$ cat src/rtl/t01_drop_scheduler.sv
// Gravity sequencer for the active t01 piece: spawn handshake, timed drop ticks,
// lock delay, hard drop and the final lock pulse.
module t01_drop_scheduler #(
    parameter logic [24:0] BASE_INTERVAL = 25'd25_000_000,
    parameter logic [24:0] MIN_INTERVAL  = 25'd2_000_000,
    parameter logic [24:0] SOFT_INTERVAL = 25'd1_000_000,
    parameter logic [24:0] LOCK_DELAY    = 25'd12_500_000
) (
    input  logic        clk,
    input  logic        reset,
    input  logic        game_active,
    input  logic        pause,
    input  logic [24:0] scoremod,
    input  logic        soft_drop,
    input  logic        hard_drop,
    input  logic        collision_below,
    input  logic        spawn_done,
    output logic        drop_tick,
    output logic        lock_piece,
    output logic        spawn_req,
    output logic [2:0]  state,
    output logic [24:0] interval
);

    typedef enum logic [2:0] {
        IDLE     = 3'd0,
        SPAWN    = 3'd1,
        FALL     = 3'd2,
        LOCKWAIT = 3'd3,
        LOCK     = 3'd4
    } state_t;

    localparam logic [24:0] CLAMP_POINT = BASE_INTERVAL - MIN_INTERVAL;

    state_t      cur_state;
    logic [24:0] fall_cnt;
    logic [24:0] lock_cnt;
    logic        hard_flag;
    logic        drop_pend;
    logic        lock_pend;
    logic [24:0] gravity;
    logic [24:0] next_interval;
    logic        fall_due;
    logic        lock_due;

    always_comb begin
        gravity       = (scoremod >= CLAMP_POINT) ? MIN_INTERVAL : (BASE_INTERVAL - scoremod);
        next_interval = (soft_drop && (gravity > SOFT_INTERVAL)) ? SOFT_INTERVAL : gravity;
    end

    // Compared with +1 in 26 bits so a small interval can never underflow.
    assign fall_due = ({1'b0, fall_cnt} + 26'd1) >= {1'b0, interval};
    assign lock_due = ({1'b0, lock_cnt} + 26'd1) >= {1'b0, LOCK_DELAY};

    // Pulses are held through a pause and only masked here, so a pending
    // lock or drop appears on the first unpaused cycle.
    assign drop_tick  = drop_pend & ~pause;
    assign lock_piece = lock_pend & ~pause;
    assign state      = cur_state;

    always_ff @(posedge clk or posedge reset) begin
        if (reset) begin
            cur_state <= IDLE;
            fall_cnt  <= '0;
            lock_cnt  <= '0;
            hard_flag <= 1'b0;
            drop_pend <= 1'b0;
            lock_pend <= 1'b0;
            spawn_req <= 1'b0;
            interval  <= BASE_INTERVAL;
        end else begin
            interval <= next_interval;
            if (!game_active) begin
                cur_state <= IDLE;
                fall_cnt  <= '0;
                lock_cnt  <= '0;
                hard_flag <= 1'b0;
                drop_pend <= 1'b0;
                lock_pend <= 1'b0;
                spawn_req <= 1'b0;
            end else if (!pause) begin
                drop_pend <= 1'b0;
                lock_pend <= 1'b0;
                case (cur_state)
                    IDLE: begin
                        cur_state <= SPAWN;
                        spawn_req <= 1'b1;
                    end
                    SPAWN: begin
                        if (spawn_done) begin
                            cur_state <= FALL;
                            spawn_req <= 1'b0;
                            fall_cnt  <= '0;
                        end
                    end
                    FALL: begin
                        // Hard drop alternates pulse/gap; collision is only trusted after a gap.
                        if (hard_flag || hard_drop) begin
                            hard_flag <= 1'b1;
                            if (collision_below && !(hard_flag && drop_pend)) begin
                                cur_state <= LOCK;
                                lock_pend <= 1'b1;
                            end else if (!drop_pend) begin
                                drop_pend <= 1'b1;
                            end
                        end else if (fall_due) begin
                            fall_cnt <= '0;
                            if (collision_below) begin
                                cur_state <= LOCKWAIT;
                                lock_cnt  <= '0;
                            end else begin
                                drop_pend <= 1'b1;
                            end
                        end else begin
                            fall_cnt <= fall_cnt + 25'd1;
                        end
                    end
                    LOCKWAIT: begin
                        if (hard_drop) begin
                            cur_state <= LOCK;
                            lock_pend <= 1'b1;
                            lock_cnt  <= '0;
                        end else if (!collision_below) begin
                            cur_state <= FALL;
                            fall_cnt  <= '0;
                            lock_cnt  <= '0;
                        end else if (lock_due) begin
                            cur_state <= LOCK;
                            lock_pend <= 1'b1;
                            lock_cnt  <= '0;
                        end else begin
                            lock_cnt <= lock_cnt + 25'd1;
                        end
                    end
                    LOCK: begin
                        cur_state <= SPAWN;
                        spawn_req <= 1'b1;
                        hard_flag <= 1'b0;
                        fall_cnt  <= '0;
                    end
                    default: begin
                        cur_state <= IDLE;
                        spawn_req <= 1'b0;
                    end
                endcase
            end
        end
    end

endmodule

$ cat config.mk
export PLATFORM = sky130hd
export DESIGN_NAME = t01_drop_scheduler
export DESIGN_NICKNAME = d
export VERILOG_FILES = /design/src/rtl/t01_drop_scheduler.sv
export SDC_FILE = /design/constraint.sdc
export NUM_CORES = 1
export LEC_CHECK = 0
export ABC_AREA = 1
export BUFFER_PORTS_ARGS = -buffer_cell sky130_fd_sc_hd__buf_4
export CAP_MARGIN = 25
export CORE_MARGIN = 4
export CORE_UTILIZATION = 50
export DETAILED_ROUTE_END_ITERATION = 12
export GPL_TIMING_DRIVEN = 0
export PLACE_DENSITY = 0.72
export SLEW_MARGIN = 20
export SYNTH_ARGS = -nofsm -noshare
export SYNTH_HDL_FRONTEND = slang
export SYNTH_SLANG_ARGS = --single-unit
$ cat constraint.sdc
create_clock -name clk -period 6.45 [get_ports clk]
set_input_delay 0.3225 -clock clk [delete_from_list [all_inputs] [get_ports clk]]
set_output_delay 0.3225 -clock clk [all_outputs]
set_load 0.03 [all_outputs]
# Word-level counts from Yosys, hierarchy flattened
# Index checks and enable logic that the tools add are counted.
[op_classes]
n_bitwise = 3
n_reduce_logical = 13
n_mux = 54
order_cmp = 4
n_addsub = 5
eq_ne = 20
[op_table]
columns = ["op", "n"]
rows = [
  ["25-bit 2-to-1 mux", 17],
  ["25-bit one-hot mux with 4 select lines", 1],
  ["25-bit by 1-bit adder with 26-bit output, second input constant", 2],
  ["25-bit by 1-bit adder with 25-bit output, second input constant", 2],
  ["25-bit one-hot mux with 2 select lines", 1],
  ["3-bit 2-to-1 mux", 10],
  ["26-bit by 24-bit greater-or-equal comparator with 1-bit output, second input constant", 1],
  ["26-bit by 25-bit greater-or-equal comparator with 1-bit output", 1],
  ["25-bit greater-or-equal comparator, second input constant", 1],
  ["25-bit by 20-bit greater-than comparator with 1-bit output, second input constant", 1],
  ["25-bit subtractor, first input constant", 1],
  ["1-bit 2-to-1 mux", 21],
  ["3-bit != test, second input constant", 7],
  ["4-bit != test, second input constant", 3],
  ["3-bit one-hot mux with 4 select lines", 1],
  ["6-bit AND reduction", 2],
  ["3-bit by 2-bit equality test with 1-bit output, second input constant", 2],
  ["3-bit by 1-bit != test with 1-bit output, second input constant", 2],
  ["3-bit AND reduction", 2],
  ["5-bit by 1-bit != test with 1-bit output, second input constant", 1],
  ["5-bit != test, second input constant", 1],
  ["5-bit AND reduction", 1],
  ["2-bit != test, second input constant", 2],
  ["1-bit one-hot mux with 2 select lines", 2],
  ["other kinds (10)", 14],
]
[word_totals]
in_bits = 33
reg_bits = 82
word_cells = 107

# Longest topological paths before layout
[depth]
depth_word = 8
mapped_depth = 24
depth_no_buf = 24

# Worst setup path after synthesis
# Ideal clock, no wire load.
[synth_path]
path_type = "reg2reg"
start = "register fall_cnt[0]"
end = "register lock_cnt[2]"
path_slack_ns = 3.404
setup_time_ns = 0.077
path_stages_with_launch = 23
t_required_ns = 6.373
t_arrival_ns = 2.968
period_less_slack_ns = 3.046
path_buffers = 1
cell_sequence = "dfrtp_1 ha_1 nand2_1 nor2_1 nand3_1 nor2_1 nand2_1 nor2_1 nand2_1 xor2_1 inv_1 ha_1 nand3_1 inv_1 nand4_1 nor3_1 nand3_1 nand4_1 nand2_2 inv_2 buf_2 nor2_1 a21oi_1"
[synth_via]
elab_chain_cells = 4
[synth_rtl]
columns = ["element", "line_no", "source"]
rows = [
  ["start: declaration", "36", "logic [24:0] fall_cnt;"],
  ["start signal: assignment", "115", "fall_cnt <= fall_cnt + 25'd1;"],
  ["25-bit by 1-bit adder with 26-bit output", "52", "assign fall_due = ({1'b0, fall_cnt} + 26'd1) >= {1'b0, interval};"],
  ["26-bit by 25-bit greater-or-equal comparator with 1-bit output", "52", ""],
  ["3-bit != test (no source line)", "n/a", ""],
  ["5-bit AND reduction (no source line)", "n/a", ""],
  ["end signal: assignment", "132", "lock_cnt <= lock_cnt + 25'd1;"],
  ["end: declaration", "37", "logic [24:0] lock_cnt;"],
]
# Every way passes these cells.
# A chain may end at the register's enable or synchronous reset.

# Final worst setup path
[layout_path]
start = "register fall_cnt[0]"
end = "register fall_cnt[4]"
[layout_via]
elab_chain_cells = 7
[layout_rtl]
columns = ["element", "line_no", "source"]
rows = [
  ["25-bit by 1-bit adder with 26-bit output", "52", ""],
  ["26-bit by 25-bit greater-or-equal comparator with 1-bit output", "52", ""],
  ["25-bit 2-to-1 mux *", "106", "end else if (fall_due) begin"],
  ["25-bit 2-to-1 mux *", "98", "if (hard_flag || hard_drop) begin"],
  ["25-bit one-hot mux with 4 select lines *", "84", "case (cur_state)"],
  ["25-bit 2-to-1 mux *", "81", "end else if (!pause) begin"],
  ["25-bit 2-to-1 mux *", "73", "if (!game_active) begin"],
]
# Every way passes the cells marked *; elsewhere a longest branch is shown, timed or not. The select of a mux whose other input is x is not followed.

==> flow_summary.toml <==
[status]
outcome = "finished clean"

[floorplan]
placementRows = 41
starting_density_of_the_core = 0.508
dieArea_um2 = 14600
floorplan.die.height_um = 121
die_width_um = 121
number_of_top_level_pins = 64
core_area_um2 = 12600

[cells_and_area]
num-nets-final = 1071
num-fill-cells = 1250
final_layout_size_suffix_gt1_frac = 0.155
post-route-cell-area_um2 = 7360
utilization = 0.586
area.growth.synth_to_final_pct = 15.3
diodes = 0

[clock_tree]
clock_path_buffers = 2
cts-root-buf = "clkbuf_16"
htree_levels = 3
tritoncts.num_buffers = 9
clock_insertion_delay_at_the_later_pin_of_the_skew_report_ns = 0.34
ctsHoldBuffers = 0
cts_resized = 0
cts_sinks = 82
clock_tree_from_tritoncts = "built"
cts_post_setup_buffers_inserted = 0
cts.reportedPaths.clkPinSlew_ns = 0.06

[timing]
timing.final.crit_period_ns = 3.83
period_share = 0.594
rsz0062_at_grt = "no"
holdWs_ns = 0.0297
timing.slew.headroom = 0.555
final-setup-viol-count = 0
timing.final.max_slew_violations = 0
timing.fmax_mhz = 261
totalNegativeSetupSlack_ns = 0
finalHoldViolCount = 0
max_slew.worst_pin.slew_ns = 0.667
timing.clock.skew_ns = 0.00930
fin_ws_ns = 2.62

[setup_path]
critPathMaxFanout = 10
worstPathCellList = "ha_1 -> nand2_1 -> nor2_1 -> nand3_1 -> nor2_1 -> nand3_1 -> nor4_1 -> xor2_1 -> ha_1 -> nand3_1 -> a21oi_1 -> nor3_1 -> nand2_1 -> nor2_1 -> nand4_1 -> inv_1 -> buf_2 -> nand3_1 -> o21ai_0"
worst_path_dominant_cell_family = "simple AND/OR/NAND/NOR gates"
critical_path_class = "register to register"
cp_data_required_time_ns = 6.70
crit_path_end_kind = "register"
cp_slowest_stage_delay_ns = 0.43
crit_buf_inv = 2
critPathArrivalTime_ns = 4.08
critical_path.slowest_cell = "dfrtp_1"
most_common_cell_on_crit_path = "nand3_1"
cp-start-kind = "register"

[placement]
pre_cts_slack_ns = 2.64
instance_area_at_placement_um2 = 7080
io_buffer_count = 60
place_hpwl_um = 12900
globalplace.congestion = 0.920

[route]
dr_total_vias = 6106
drcViolationCount = 0
finalWirelength_um = 16100
routed_via_count_divided_by_cell_count = 5.14
first_pass_iteration_count_of_the_detailed_router = 6
drt_iter0_drc = 357
wl_per_cell_um = 13.6
postRouteAntennaNets = 0

[power]
cell_internal_pwr_w = 0.00105
comb_power_share = 0.319
power.share.sequential = 0.386
clock_power_share = 0.294
vdd.ir_drop.worst_v = 0.000115
powerDensity_nw_per_um2 = 230
total_leakage_power_nw = 3.65
p_sw_frac = 0.377
p_sw_w = 0.000639

[global_routing]
grt_busiest_layer = "met2"
grt_use_total = 0.228
gr-total-overflow = 0
grt_util_met3 = 0.0392
grt_use_met1 = 0.294
number_of_global_route_vias_before_repair = 5802
grtUsageMet2 = 0.380
grt_pass1_wl_um = 27100
initial_antenna_violation_count = 0
grt_max_degree = 46

[synthesis]
synth_edf_count = 0
synth.avg_cell_area_um2 = 6.81
synth_top_area_frac = 0.274
ys_warn_count = 0
synthesized_cell_area_um2 = 6390
synth.cells.most_frequent = "nand2_1 (212), inv_1 (140), nor2_1 (103), nand3_1 (72), dfrtp_1 (70)"
postSynth.asyncResetShare = 1.00
yosysMostFrequentCell = "nand2_1"
synth_cell_type_count = 42
ys_ff_latch = 82
synth.yosys.seq_area_share = 0.324
synth.area.top_cells = "dfrtp_1 (27%), nand2_1 (12%), inv_1 (8.2%)"
synth_flop_cell = "dfrtp_1"
cell_count_after_synthesis = 938
post_synth_net_total = 999
post-synth-top-area-cell = "dfrtp_1"

[run]
number_of_max_cap_violations = 0

[hold_path]
worst_min_delay_path_class = "input port to async pin"
-- worst register-to-register path: stages (launching register included) --
cell and delay, ns:
dfrtp_1 0.43, ha_1 0.21, nand2_1 0.08, nor2_1 0.14
nand3_1 0.16, nor2_1 0.21, nand3_1 0.20, nor4_1 0.31
xor2_1 0.28, ha_1 0.29, nand3_1 0.10, a21oi_1 0.06
nor3_1 0.22, nand2_1 0.08, nor2_1 0.17, nand4_1 0.15
inv_1 0.20, buf_2 0.29, nand3_1 0.10, o21ai_0 0.08
-- power by group through the flow --
stage / registers (W) / logic, W / clock network [W]
after global routing: 0.000664 / 0.000612 / 0.000526
after detailed placement: 0.000662 / 0.000540 / 0
after global placement: 0.000659 / 0.000533 / 0
final: 0.000654 / 0.000541 / 0.000499
after CTS: 0.000653 / 0.000542 / 0.000506
after floorplan: 0.000686 / 0.000339 / 0
-- sequential cells by signal (all words and copies together), names as in the netlist --
register,flops
fall_cnt,25
lock_pend,1
hard_flag,1
lock_cnt,25
interval,25
spawn_req,1
drop_pend,1
state,3
-- layer usage --
layer | part of all wire | vias to the layer above
li1 | - | 3197
met1 | 0.46 | 2735
met2 | 0.47 | 142
met3 | 0.045 | 32
met4 | 0.031 | 0
met5 | 0 | -
-- path summary, 6_finish.rpt --
path,startpoint,end,slack [ns],cells after the start
setup / recovery,fall_cnt[0]$_DFFE_PP0P_,fall_cnt[4]$_DFFE_PP0P_,2.62,19
hold / removal,reset,lock_cnt[7]$_DFFE_PP0P_,0.03,2
setup reg to reg,fall_cnt[0]$_DFFE_PP0P_,fall_cnt[4]$_DFFE_PP0P_,2.62,19
hold reg to reg,spawn_req$_DFFE_PP0P_,spawn_req$_DFFE_PP0P_,0.49,2
max in group asynchronous,reset,interval[20]$_DFF_PP1_,5.77,3
min in group clk,scoremod[0],interval[0]$_DFF_PP0_,0.24,3
-- logic make-up (layout without fill, tap and decap cells) --
| group | count (synthesis) | count (layout) | synth area share |
|---|---|---|---|
| compound gates | 135 | 135 | 0.118 |
| fa+ha+maj | 28 | 28 | 0.0548 |
| flops | 82 | 82 | 0.324 |
| xor+xnor | 33 | 33 | 0.0452 |
| buf+inv | 178 | 255 | 0.112 |
| simple gates | 482 | 482 | 0.346 |
-- through the flow --
| stage | power [W] | instances |
|---|---|---|
| 4_1_cts | 0.00170 | 1187 |
| 2_1_floorplan | 0.00103 | 938 |
| 5_1_grt | 0.00180 | 1187 |
| 3_3_place_gp | 0.00119 | 1170 |
| 3_5_place_dp | 0.00120 | 1171 |
| 6_report | 0.00169 | 1187 |
-- placed cells by master (no fill, tap or decap), types with 5 or more instances in the layout --
master     synthesis  routed
nor2_1           103     103
nor4_1             7       7
clkbuf_16          0       9
nor3_1            10      10
nand4_1           37      37
clkbuf_1           6      10
a21oi_1           44      44
a21oi_2            8       8
nand2_2           10      10
nand3_2            5       5
nor2_4             7       7
nand2_1          212     212
inv_2             12      12
o21ai_0           51      51
o21ai_1           13      13
xor2_1            29      29
buf_4              0      60
ha_1              28      28
buf_2             13      13
inv_1            140     139
dfrtp_1           70      70
nand3_1           72      72
nand3b_1           7       7
dfstp_2           12      12
-- final cells by class --
type	instances	area, um^2	area share
tap	172	215	0.0292
multi-input combinational	678	3610	0.490
clock inverter	3	40.0	0.00544
buffer	24	138	0.0187
sequential	82	2070	0.281
timing repair buffer	61	478	0.0649
clock buffer	13	240	0.0326
inverter	154	581	0.0788
No activity file was read; power rests on OpenSTA's default activity.
